## src/rtl/core_pkg.sv

```systemverilog
// Shared types and sizing for the physical-register free-list controller.
package core_pkg;

  localparam int unsigned FETCH_W   = 2;
  localparam int unsigned ARCH_REGS = 32;
  localparam int unsigned PHYS_REGS = 48;
  localparam int unsigned PREG_W    = 6;
  localparam int unsigned FL_DEPTH  = PHYS_REGS - ARCH_REGS;
  localparam int unsigned IDX_W     = $clog2(FL_DEPTH);
  localparam int unsigned PTR_W     = IDX_W + 1;
  localparam int unsigned CNT_W     = $clog2(FL_DEPTH + 1);
  localparam int unsigned NEED_W    = $clog2(FETCH_W + 1);

  typedef logic [PREG_W-1:0] preg_t;
  typedef logic [PTR_W-1:0]  fl_ptr_t;

  typedef enum logic [1:0] {
    FL_INIT,
    FL_READY,
    FL_RECOVER
  } fl_state_e;

endpackage

```

## src/rtl/lane_offset_calc.sv

```systemverilog
// Per-lane prefix popcount of requests, giving each lane its free-list slot
// relative to head, plus the total number of slots requested.
module lane_offset_calc
  import core_pkg::*;
(
  input  logic [FETCH_W-1:0]            req_i,
  input  logic [IDX_W-1:0]              head_idx_i,
  output logic [NEED_W-1:0]             need_o,
  output logic [FETCH_W-1:0][IDX_W-1:0] idx_o
);

  always_comb begin
    logic [NEED_W-1:0] run;
    run   = '0;
    idx_o = '0;
    for (int unsigned i = 0; i < FETCH_W; i++) begin
      idx_o[i] = head_idx_i + IDX_W'(run);
      run      = run + NEED_W'(req_i[i]);
    end
    need_o = run;
  end

endmodule

```

## src/rtl/preg_alloc_ctrl.sv

```systemverilog
// Free-list controller: all-or-nothing multi-lane preg allocation, commit-time
// reclaim and flush recovery via a committed head. FREELIST_PERF_EN adds counters.
module preg_alloc_ctrl
  import core_pkg::*;
(
  input  logic                 clk,
  input  logic                 reset,
  input  logic [FETCH_W-1:0]   alloc_req,
  output logic                 alloc_ready,
  output logic [FETCH_W-1:0]   alloc_grant,
  output preg_t [FETCH_W-1:0]  alloc_preg,
  input  logic                 commit_en,
  input  logic                 commit_has_rd,
  input  preg_t                commit_old_preg,
  input  logic                 flush,
  output logic [CNT_W-1:0]     free_count,
  output logic                 init_done,
  output logic                 err_overflow,
  output logic [31:0]          perf_stall_cycles,
  output logic [15:0]          perf_flushes
);

  fl_state_e          state_q, state_d;
  fl_ptr_t            head_q, head_d;
  fl_ptr_t            tail_q, tail_d;
  fl_ptr_t            chead_q, chead_d;
  logic [IDX_W-1:0]   init_idx_q, init_idx_d;
  logic               init_done_q, init_done_d;
  logic               err_q, err_d;
  preg_t              mem_q [FL_DEPTH];

  logic               wr_en;
  logic [IDX_W-1:0]   wr_idx;
  preg_t              wr_data;
  logic               commit_push;
  logic [NEED_W-1:0]  need;
  logic [FETCH_W-1:0][IDX_W-1:0] lane_idx;

  lane_offset_calc u_lane_offset_calc (
    .req_i      (alloc_req),
    .head_idx_i (head_q[IDX_W-1:0]),
    .need_o     (need),
    .idx_o      (lane_idx)
  );

  assign free_count   = CNT_W'(tail_q - head_q);
  assign init_done    = init_done_q;
  assign err_overflow = err_q;
  assign commit_push  = commit_en & commit_has_rd;
  assign alloc_ready  = (state_q == FL_READY) && !flush && (free_count >= CNT_W'(need));
  assign alloc_grant  = alloc_req & {FETCH_W{alloc_ready}};

  always_comb begin
    for (int unsigned i = 0; i < FETCH_W; i++) begin
      alloc_preg[i] = alloc_grant[i] ? mem_q[lane_idx[i]] : '0;
    end
  end

  // Next-state: INIT populates the list; READY/RECOVER handle commits and flush.
  always_comb begin
    state_d     = state_q;
    head_d      = head_q;
    tail_d      = tail_q;
    chead_d     = chead_q;
    init_idx_d  = init_idx_q;
    init_done_d = init_done_q;
    err_d       = err_q;
    wr_en       = 1'b0;
    wr_idx      = tail_q[IDX_W-1:0];
    wr_data     = commit_old_preg;

    case (state_q)
      FL_INIT: begin
        wr_en      = 1'b1;
        wr_idx     = init_idx_q;
        wr_data    = PREG_W'(ARCH_REGS) + PREG_W'(init_idx_q);
        init_idx_d = init_idx_q + IDX_W'(1);
        if (init_idx_q == IDX_W'(FL_DEPTH - 1)) begin
          tail_d      = PTR_W'(FL_DEPTH);
          init_done_d = 1'b1;
          state_d     = FL_READY;
        end
      end
      FL_READY, FL_RECOVER: begin
        if (commit_push) begin
          chead_d = chead_q + PTR_W'(1);
          if (free_count == CNT_W'(FL_DEPTH)) begin
            err_d = 1'b1;
          end else begin
            wr_en  = 1'b1;
            tail_d = tail_q + PTR_W'(1);
          end
        end
        // Recovery rewinds to the committed head including this cycle's commit.
        if (state_q == FL_RECOVER) begin
          head_d = chead_d;
        end else if (alloc_ready) begin
          head_d = head_q + PTR_W'(need);
        end
        state_d = flush ? FL_RECOVER : FL_READY;
      end
      default: state_d = FL_INIT;
    endcase
  end

  always_ff @(posedge clk or negedge reset) begin
    if (!reset) begin
      state_q     <= FL_INIT;
      head_q      <= '0;
      tail_q      <= '0;
      chead_q     <= '0;
      init_idx_q  <= '0;
      init_done_q <= 1'b0;
      err_q       <= 1'b0;
    end else begin
      state_q     <= state_d;
      head_q      <= head_d;
      tail_q      <= tail_d;
      chead_q     <= chead_d;
      init_idx_q  <= init_idx_d;
      init_done_q <= init_done_d;
      err_q       <= err_d;
    end
  end

  always_ff @(posedge clk) begin
    if (wr_en) begin
      mem_q[wr_idx] <= wr_data;
    end
  end

`ifdef FREELIST_PERF_EN
  logic [31:0] perf_stall_q;
  logic [15:0] perf_flush_q;

  // Saturating stall and recovery-entry counters.
  always_ff @(posedge clk or negedge reset) begin
    if (!reset) begin
      perf_stall_q <= '0;
      perf_flush_q <= '0;
    end else begin
      if ((state_q == FL_READY) && (|alloc_req) && !alloc_ready && (perf_stall_q != '1)) begin
        perf_stall_q <= perf_stall_q + 32'd1;
      end
      if (flush && (state_q != FL_INIT) && (perf_flush_q != '1)) begin
        perf_flush_q <= perf_flush_q + 16'd1;
      end
    end
  end

  assign perf_stall_cycles = perf_stall_q;
  assign perf_flushes      = perf_flush_q;
`else
  assign perf_stall_cycles = '0;
  assign perf_flushes      = '0;
`endif

endmodule

```

## config.mk

```make
export PLATFORM = sky130hd
export DESIGN_NAME = preg_alloc_ctrl
export DESIGN_NICKNAME = d
export VERILOG_FILES = /design/src/rtl/core_pkg.sv /design/src/rtl/lane_offset_calc.sv /design/src/rtl/preg_alloc_ctrl.sv
export SDC_FILE = /design/constraint.sdc
export NUM_CORES = 1
export LEC_CHECK = 0
export ABC_AREA = 0
export CORE_ASPECT_RATIO = 0.5
export CORE_MARGIN = 2
export CORE_UTILIZATION = 56
export DETAILED_ROUTE_END_ITERATION = 6
export PLACE_DENSITY = 0.8
export SLEW_MARGIN = 30
export SYNTH_ARGS = -nofsm -noshare
export SYNTH_HDL_FRONTEND = slang
export SYNTH_SLANG_ARGS = --single-unit
```

## constraint.sdc

```tcl
create_clock -name clk -period 4.35 [get_ports clk]
set_clock_uncertainty 0.05 [all_clocks]
set_input_delay 0.6525 -clock clk [delete_from_list [all_inputs] [get_ports clk]]
set_output_delay 0.6525 -clock clk [all_outputs]
set_load 0.005 [all_outputs]
```

==> run summary, run 1 <==
The tools report the cell at the root of the clock tree as clkbuf_16. The detail-routed via count per cell works out to 6.11. For the maximum buffer depth of the clock tree, the log shows 2. The sequential area share after synthesis is 50.6%.

The number of detailed-route iterations in the first pass is 5, and the signed area change from the synthesized netlist to the final layout is 12.8%. The detailed-route wire length is 14.5 mm. The number of storage elements in the synthesis netlist was 119.

The number of clock sinks seen by CTS was 119; the count of pins over their slew limit was 0. STA puts the critical path data arrival time at 3.47 ns. The cell with the most instances after synthesis is edfxtp_1. For the setup-violating endpoint count in the final report, the log shows 0. The data required time of the worst path came out at 3.65 ns. The tightest min-delay check is of the primary input to async pin type.

Clock tree synthesis inserted a total of 17 buffers. The width of the die came out at 160 µm. The die is 82.1 µm tall. The floorplan has 28 rows. During placement, the flow inserted port buffers numbering 34. For the pin with the worst max-slew slack, the measured transition is 0.727 ns. The worst path needs 4.17 ns of the cycle, external delays included.

TritonCTS built the clock tree. The clock slew seen by the registers of the worst setup and hold paths works out to 0.06 ns. The Yosys step of the flow raised 0 warnings. The largest driver fanout on the critical path was 7; the global-route total usage across every layer was 23.4%. After the last flow step, the layout net total stands at 547. The via count was 4226.

The synthesized netlist contains 62 unique library cells. In this run the tightest slew margin relative to its limit is 51.4%. The wire length of the first global-routing pass is 22.3 mm, and the ratio of cells with drive above 1 in the final layout is 19.4%. The areal power density over the cells is 790 nW/µm².

Number of buffers and inverters on the critical path: 3. Power comes to 6.08 mW. The nature of the critical path endpoint was an output pin. In the final routed layout, each cell accounts on average for 21.0 µm.

Setup repair after global routing left no endpoint under its margin. For this design, the slowest cell found on the critical path is clkdlybuf4s50_1. The H-tree was split into 4 levels. The worst setup path is of the flop to output pin kind.

In the post-synthesis netlist, the biggest area contributors are edfxtp_1 42%, mux4_2 12%, dfrtp_1 8.4%. The summed instance area of the synthesized netlist came out at 6830 µm². In the finished design, the share of the clock period the worst path needs comes to 95.9%. The biggest area contributor in the post-synthesis netlist is edfxtp_1.

The worst setup path is launched from a flop. The tools report the reported leakage power as 2.93 nW. The core region is 11800 µm². In the synthesized netlist the async set-or-reset flop fraction comes to 19.3%. The initial core utilization came out at 57.7%.

Across the run, the number of max-cap violations was 0. For the number of hold-slack violations in the final timing report, the log shows 0. The logs give 4102 for the number of global-route vias before repair and 13200 µm² for the die area.

The stage delay of the slowest cell on the critical path is 0.55 ns. Of the post-synthesis cell area, the dominant cell type holds 42.2%. The tools report the largest net degree at the start of global routing as 29. For this design, the CTS-stage hold fixing added 0 buffers. First-iteration detailed-routing DRC count: 428. In this run the remaining antenna-violating nets after routing total 0. For the number of cells produced by synthesis, the log shows 476. The cell family contributing the most delay on the critical path is buffers and inverters. The critical path goes through inv_1 -> ha_1 -> inv_1 -> fa_1 -> xor2_2 -> nor2_1 -> mux2_2 -> a31oi_4 -> nand2_4 -> a211oi_2 -> clkdlybuf4s50_1. After routing, the total negative slack on setup checks comes to 0 ns.

Total grt overflow: 0. In this run, synthesis inferred 96 flip-flops with an integrated enable. The HPWL after detailed placement is 10.2 mm. In this design, the critical path's most frequently occurring cell is inv_1.

The clock latency on the worst-skew pair is 0.42 ns. Across the VDD grid, the largest voltage drop is 0.000501 V. In the synthesized netlist the dominant register cell turns out to be edfxtp_1. The run finished with clean final reports.

The logs give 83 for the total I/O pin count and 0 for the initial antenna violation count. The per-instance average area after synthesis is 14.4 µm². For this run, design rule violations remaining after detail routing come to 0. Number of diodes: 0. By count the netlist is led by 96 x edfxtp_1, 52 x buf_4, 36 x mux4_2. The maximum clock frequency is 240 MHz.

The tools report the final estimated routing congestion in global placement as 0.876.
## report_power, final
group | internal [mW] | total (mW) | leakage, nW | switching [mW]
combinational | 1.37 | 2.95 | 1.52 | 1.57
sequential | 1.63 | 1.83 | 1.15 | 0.204
clock | 0.786 | 1.31 | 0.261 | 0.523
## metal layers
metal | track usage [%] | wire length (µm) | vias up
met5 | 0 | 0 | -
met4 | 8.92 | 289 | 0
met3 | 5.44 | 1000 | 26
met2 | 39.4 | 7040 | 205
met1 | 30.6 | 6190 | 2154
li1 | - | - | 1841
## registers in the layout, indices dropped and copies added, names as in the netlist
signal and cells:
init_done 1, mem_q 96, tail_q 5, err_overflow 1
head_q 5, state_q 2, init_idx_q 4, chead_q 5
## stage by stage
step	cell area [µm²]	hold slack (ns)	utilization, %	cells	setup WS [ns]
after global placement	7130	0.403	60.2	660	0.460
after CTS	7690	0.186	64.9	692	0.0213
after floorplan	7010	0.307	-	523	0.876
after global routing	7710	0.227	65.1	692	0.0243
after detailed placement	7130	0.406	60.2	660	0.357
final	7710	0.174	65.1	692	0.180
## worst reg2reg max path: stages, from the launching register on
cell	delay, ns
dfrtp_1	0.45
inv_1	0.16
ha_1	0.18
inv_1	0.05
fa_1	0.42
xor2_2	0.24
nor2_1	0.06
mux2_2	0.32
a31oi_2	0.53
a41oi_1	0.32
nor2_1	0.62
## cells by family (layout without fill, tap and decap cells)
group           Yosys count  in the layout  synth area share, %
compound gates           59             59                 6.61
xor+xnor                 17             17                 2.51
fa+ha+maj                20             20                 3.88
buf+inv                  99            103                 9.08
flops                   119            119                 50.6
mux                      63             63                 20.2
other cells               1             48               0.0549
simple gates             98             98                 7.09
## worst paths after layout
path / startpoint / endpoint / slack, ns / depth (start not counted)
hold / removal: reset / init_idx_q[3]$_DFFE_PN0P_ / 0.17 / 1
min in group clk: init_done$_DFFE_PN0P_ / init_done$_DFFE_PN0P_ / 0.42 / 1
setup / recovery: tail_q[0]$_DFFE_PN0P_ / alloc_preg[8] / 0.18 / 11
setup reg to reg: tail_q[0]$_DFFE_PN0P_ / mem_q[6][3]$_DFFE_PP_ / 0.57 / 10
max in group asynchronous: reset / head_q[2]$_DFFE_PN0P_ / 3.66 / 1
hold reg to reg: init_done$_DFFE_PN0P_ / init_done$_DFFE_PN0P_ / 0.42 / 1
## cell type report
cell class                      count  area (µm²)
Timing Repair Buffer               46         442
Tap cell                          165         206
Fill cell                         833        4140
Sequential cell                   119        3460
Inverter                           25        93.8
Multi-Input combinational cell    305        2950
Clock buffer                       18         429
Clock inverter                     14         126
## placed cells by master (no fill, tap or decap), drive strengths merged, types with 3 or more instances in the layout
cell	instances
edfxtp	96
mux4	54
conb	48
nor2	35
clkdlybuf4s50	33
inv	28
dfrtp	23
ha	18
clkbuf	18
nand2	17
a211oi	14
buf	13
and3	11
xnor2	10
nand3	9
a21oi	9
xor2	7
nor2b	7
o21ai	7
mux2i	6
nand4	6
a31oi	6
clkinv	6
clkinvlp	4
mux2	3
nand2b	3
nor3	3
## what timing repair did
action / in CTS / in global routing
resized for setup: 0 / 4
setup buffers: 0 / 0
endpoints found under the setup margin: 0 / 13
(Power assumes the default switching activity.)
==> run 2, diff against run 1 <==
- CORE_MARGIN: 2 -> not set
- CORE_UTILIZATION: 56 -> 58
- CTS_BUF_LIST: not set -> sky130_fd_sc_hd__clkbuf_8
- PLACE_DENSITY: 0.8 -> 0.83
==> run 2 against run 1 <==
Combinational power increased by 3%. Utilization increased by 3.2 points. Fmax is 0.50% lower. Non-clock buffer count grew 11. Die area is 6.9% lower. Register-to-register slack gained 0.19 ns. Clock power is 18% lower. Largest cell class unchanged. Highest routed layer unchanged.
==> run summary, run 2 (synthesis gave the netlist of run 1 again) <==
The flow ran to the end, and the final reports show no timing, DRC or antenna violations. The initial antenna violation count is 0 (unchanged). Signed area change from the synthesized netlist to the final layout: 12.1% (was 12.8%). For the total grt overflow, the log shows 0 (unchanged).

The utilization after layout is 68.3% (was 65.1%). The clock latency on the worst-skew pair was 0.44 ns (was 0.42 ns). The capture point of the worst path was alloc_preg[6] (was alloc_preg[8]). The number of clock sinks seen by CTS came out at 119 (unchanged). The register with the highest flop count is mem_q (unchanged). The post-layout minimum cycle time was 4.19 ns (was 4.17 ns); the largest net degree at the start of global routing was 29 (unchanged). The run gives 4291 (was 4102) as the number of global-route vias before repair. The global-route total usage across every layer is 27.3% (was 23.4%).

Setup repair after global routing left no endpoint under its margin. The most used cell along the critical path was inv_1 (unchanged). For the largest vdd supply drop, the log shows 0.000612 V (was 0.000501 V).

The wire length of the first global-routing pass was 23.9 mm (was 22.3 mm). Nature of the critical path endpoint: an output pin (unchanged). Die area: 12200 µm² (was 13200 µm²). The maximum buffer depth of the clock tree came out at 2 (unchanged). The count of pins over their slew limit was 0 (unchanged).

Transition time of the tightest slew-check pin: 0.880 ns (was 0.727 ns). The reported leakage power was 2.95 nW (was 2.93 nW). CP Cell Sequence: inv_1 -> ha_1 -> inv_1 -> fa_1 -> xor2_2 -> nor2_1 -> mux2_2 -> a31oi_4 -> nand2_4 -> a211oi_2 -> clkdlybuf4s50_1 (unchanged). TritonCTS built the clock tree. Startpoint of the most critical setup path: tail_q[0]$_DFFE_PN0P_ (unchanged). The areal power density over the cells was 776 nW/µm² (was 790 nW/µm²).

The stage delay of the slowest cell on the critical path works out to 0.56 ns (was 0.55 ns). Total I/O pin count: 83 (unchanged). The run gives 0 (unchanged) as the number of maximum-capacitance constraint violations. The post-detailed-route wirelength per cell was 22.0 µm (was 21.0 µm).

The detail-routed via count per cell is 6.22 (was 6.11), and the data required time of the worst path is 3.65 ns (about the same). The initial core utilization came out at 60.9% (was 57.7%). The leading cell type in the layout, fill and taps excluded was edfxtp_1 (unchanged). Placeable core region: 11200 µm² (was 11800 µm²). Die boundary height: 78.8 µm (was 82.1 µm). The tools report the endpoint arrival time on the critical path as 3.49 ns (was 3.47 ns). The count of input and output buffers is 34 (unchanged). The run gives 41.2% (was 51.4%) as the normalized max-slew margin. Type of the most critical hold path: primary input to async pin (unchanged). The tools report the reg-to-reg endpoint as mem_q[11][2]$_DFFE_PP_ (was mem_q[6][3]$_DFFE_PP_). Clock slew seen by the registers of the worst setup and hold paths: 0.07 ns (was 0.06 ns).

The detailed-route DRC error count is 0 (unchanged), and the maximum clock frequency is 239 MHz (was 240 MHz). The first-iteration detailed-routing DRC count is 354 (was 428). The cell at the root of the clock tree is clkbuf_8 (was clkbuf_16). For the number of diodes, the log shows 0 (unchanged).

Launch instance of the worst register-to-register path: tail_q[0]$_DFFE_PN0P_ (unchanged). The worst setup path category was flop to output pin (unchanged). The tools report the via count as 4333 (was 4226).

The run gives 0 ns (unchanged) as the aggregate negative setup slack. The number of hold-slack violations in the final timing report is 0 (unchanged). The tools report the critical path startpoint category as a flop (unchanged). The number of H-tree levels is 4 (unchanged), and the number of cell instances on the worst register-to-register path is 11 (was 10). The flip-flop count of the largest register, all copies and words added came out at 96 (unchanged). The critical-path cell with the highest stage delay is clkdlybuf4s50_1 (unchanged). The number of clock buffers inserted by TritonCTS is 17 (unchanged).

Width of the die: 155 µm (was 160 µm). The tools report the internal reg-to-reg setup slack as 0.76 ns (was 0.57 ns). The logs give 15.3 mm (was 14.5 mm) for the detailed-route wire length and 0.854 (was 0.876) for the final estimated routing congestion in global placement. Cts-stage hold buffer count: 0 (unchanged).

The post-route fraction of the period consumed by the critical path was 96.4% (was 95.9%); the site row count was 27 (was 28). The final net count is 558 (was 547), and the number of detailed-route iterations in the first pass is 5 (unchanged). The ratio of cells with drive above 1 in the final layout was 20.6% (was 19.4%); the HPWL after detailed placement was 10.3 mm (was 10.2 mm). The remaining antenna violation count is 0 (unchanged), and the setup-violating endpoint count in the final report is 0 (unchanged). The largest driver fanout on the critical path works out to 7 (unchanged). Highest-count cells in the layout ignoring fill and taps: 96 x edfxtp_1, 48 x conb_1, 36 x mux4_2 (unchanged).
run 2: what timing repair did:
action                                 CTS  global route
setup endpoints to repair                1            10
gates resized for setup                  1             4
pin swaps                                0             1
gates cloned                             0             0
buffers inserted                         0             1
endpoints found under the hold margin    0             0
run 2: metal layers:
| layer | GRT usage [%] | vias to the layer above | routed length [µm] |
|---|---|---|---|
| li1 | - | 1855 | - |
| met1 | 35.7 | 2142 | 6010 |
| met2 | 42.6 | 294 | 7140 |
| met3 | 8.46 | 42 | 1790 |
| met4 | 12.5 | 0 | 373 |
| met5 | 0 | - | 0 |
run 2: cell type report:
class	count	area, µm²
fillers	728	3560
flip-flops and latches	119	3460
multi-input cells	305	2950
repair buffers	57	537
clock buffers	17	234
well taps	159	199
clock inverters	15	188
inverters	25	93.8
run 2: how the worst min path moves through the flow:
stage	start	to	slack, ns	cells after the start
final	reset	state_q[0]$_DFFE_PN0N_	0.13	1
after global routing	reset	state_q[0]$_DFFE_PN0N_	0.15	1
after CTS	reset	state_q[0]$_DFFE_PN0N_	0.13	1
after detailed placement	init_done$_DFFE_PN0P_	init_done$_DFFE_PN0P_	0.40	1
after global placement	err_overflow$_DFFE_PN0P_	err_overflow$_DFFE_PN0P_	0.40	1
after floorplan	reset	chead_q[0]$_DFFE_PN0N_	0.31	0
run 2: where the power goes:
group / internal [mW] / leakage [nW] / switching [mW] / total (mW)
sequential: 1.62 / 1.15 / 0.206 / 1.83
combinational: 1.43 / 1.58 / 1.61 / 3.04
clock: 0.616 / 0.215 / 0.457 / 1.07
total: 3.67 / 2.95 / 2.27 / 5.94
run 2: worst max-delay path, delay by kind of cell, from the launching register on:
family          cells  cell delay [ns]
compound gates      2             0.46
mux                 1             0.32
fa+ha+maj           2             0.61
simple gates        2             0.20
xor+xnor            1             0.21
buf+inv             3             0.78
flops               1             0.47
run 2: metrics by stage:
stage	power, mW	std cells	hold slack (ns)	setup slack, ns	area, µm²
after CTS	5.88	696	0.128	0.0217	7630
after floorplan	3.92	523	0.307	0.876	7010
after global routing	6.25	697	0.148	0.00279	7660
final	5.94	697	0.130	0.159	7660
after global placement	4.67	664	0.402	0.472	7210
after detailed placement	4.79	664	0.403	0.404	7210
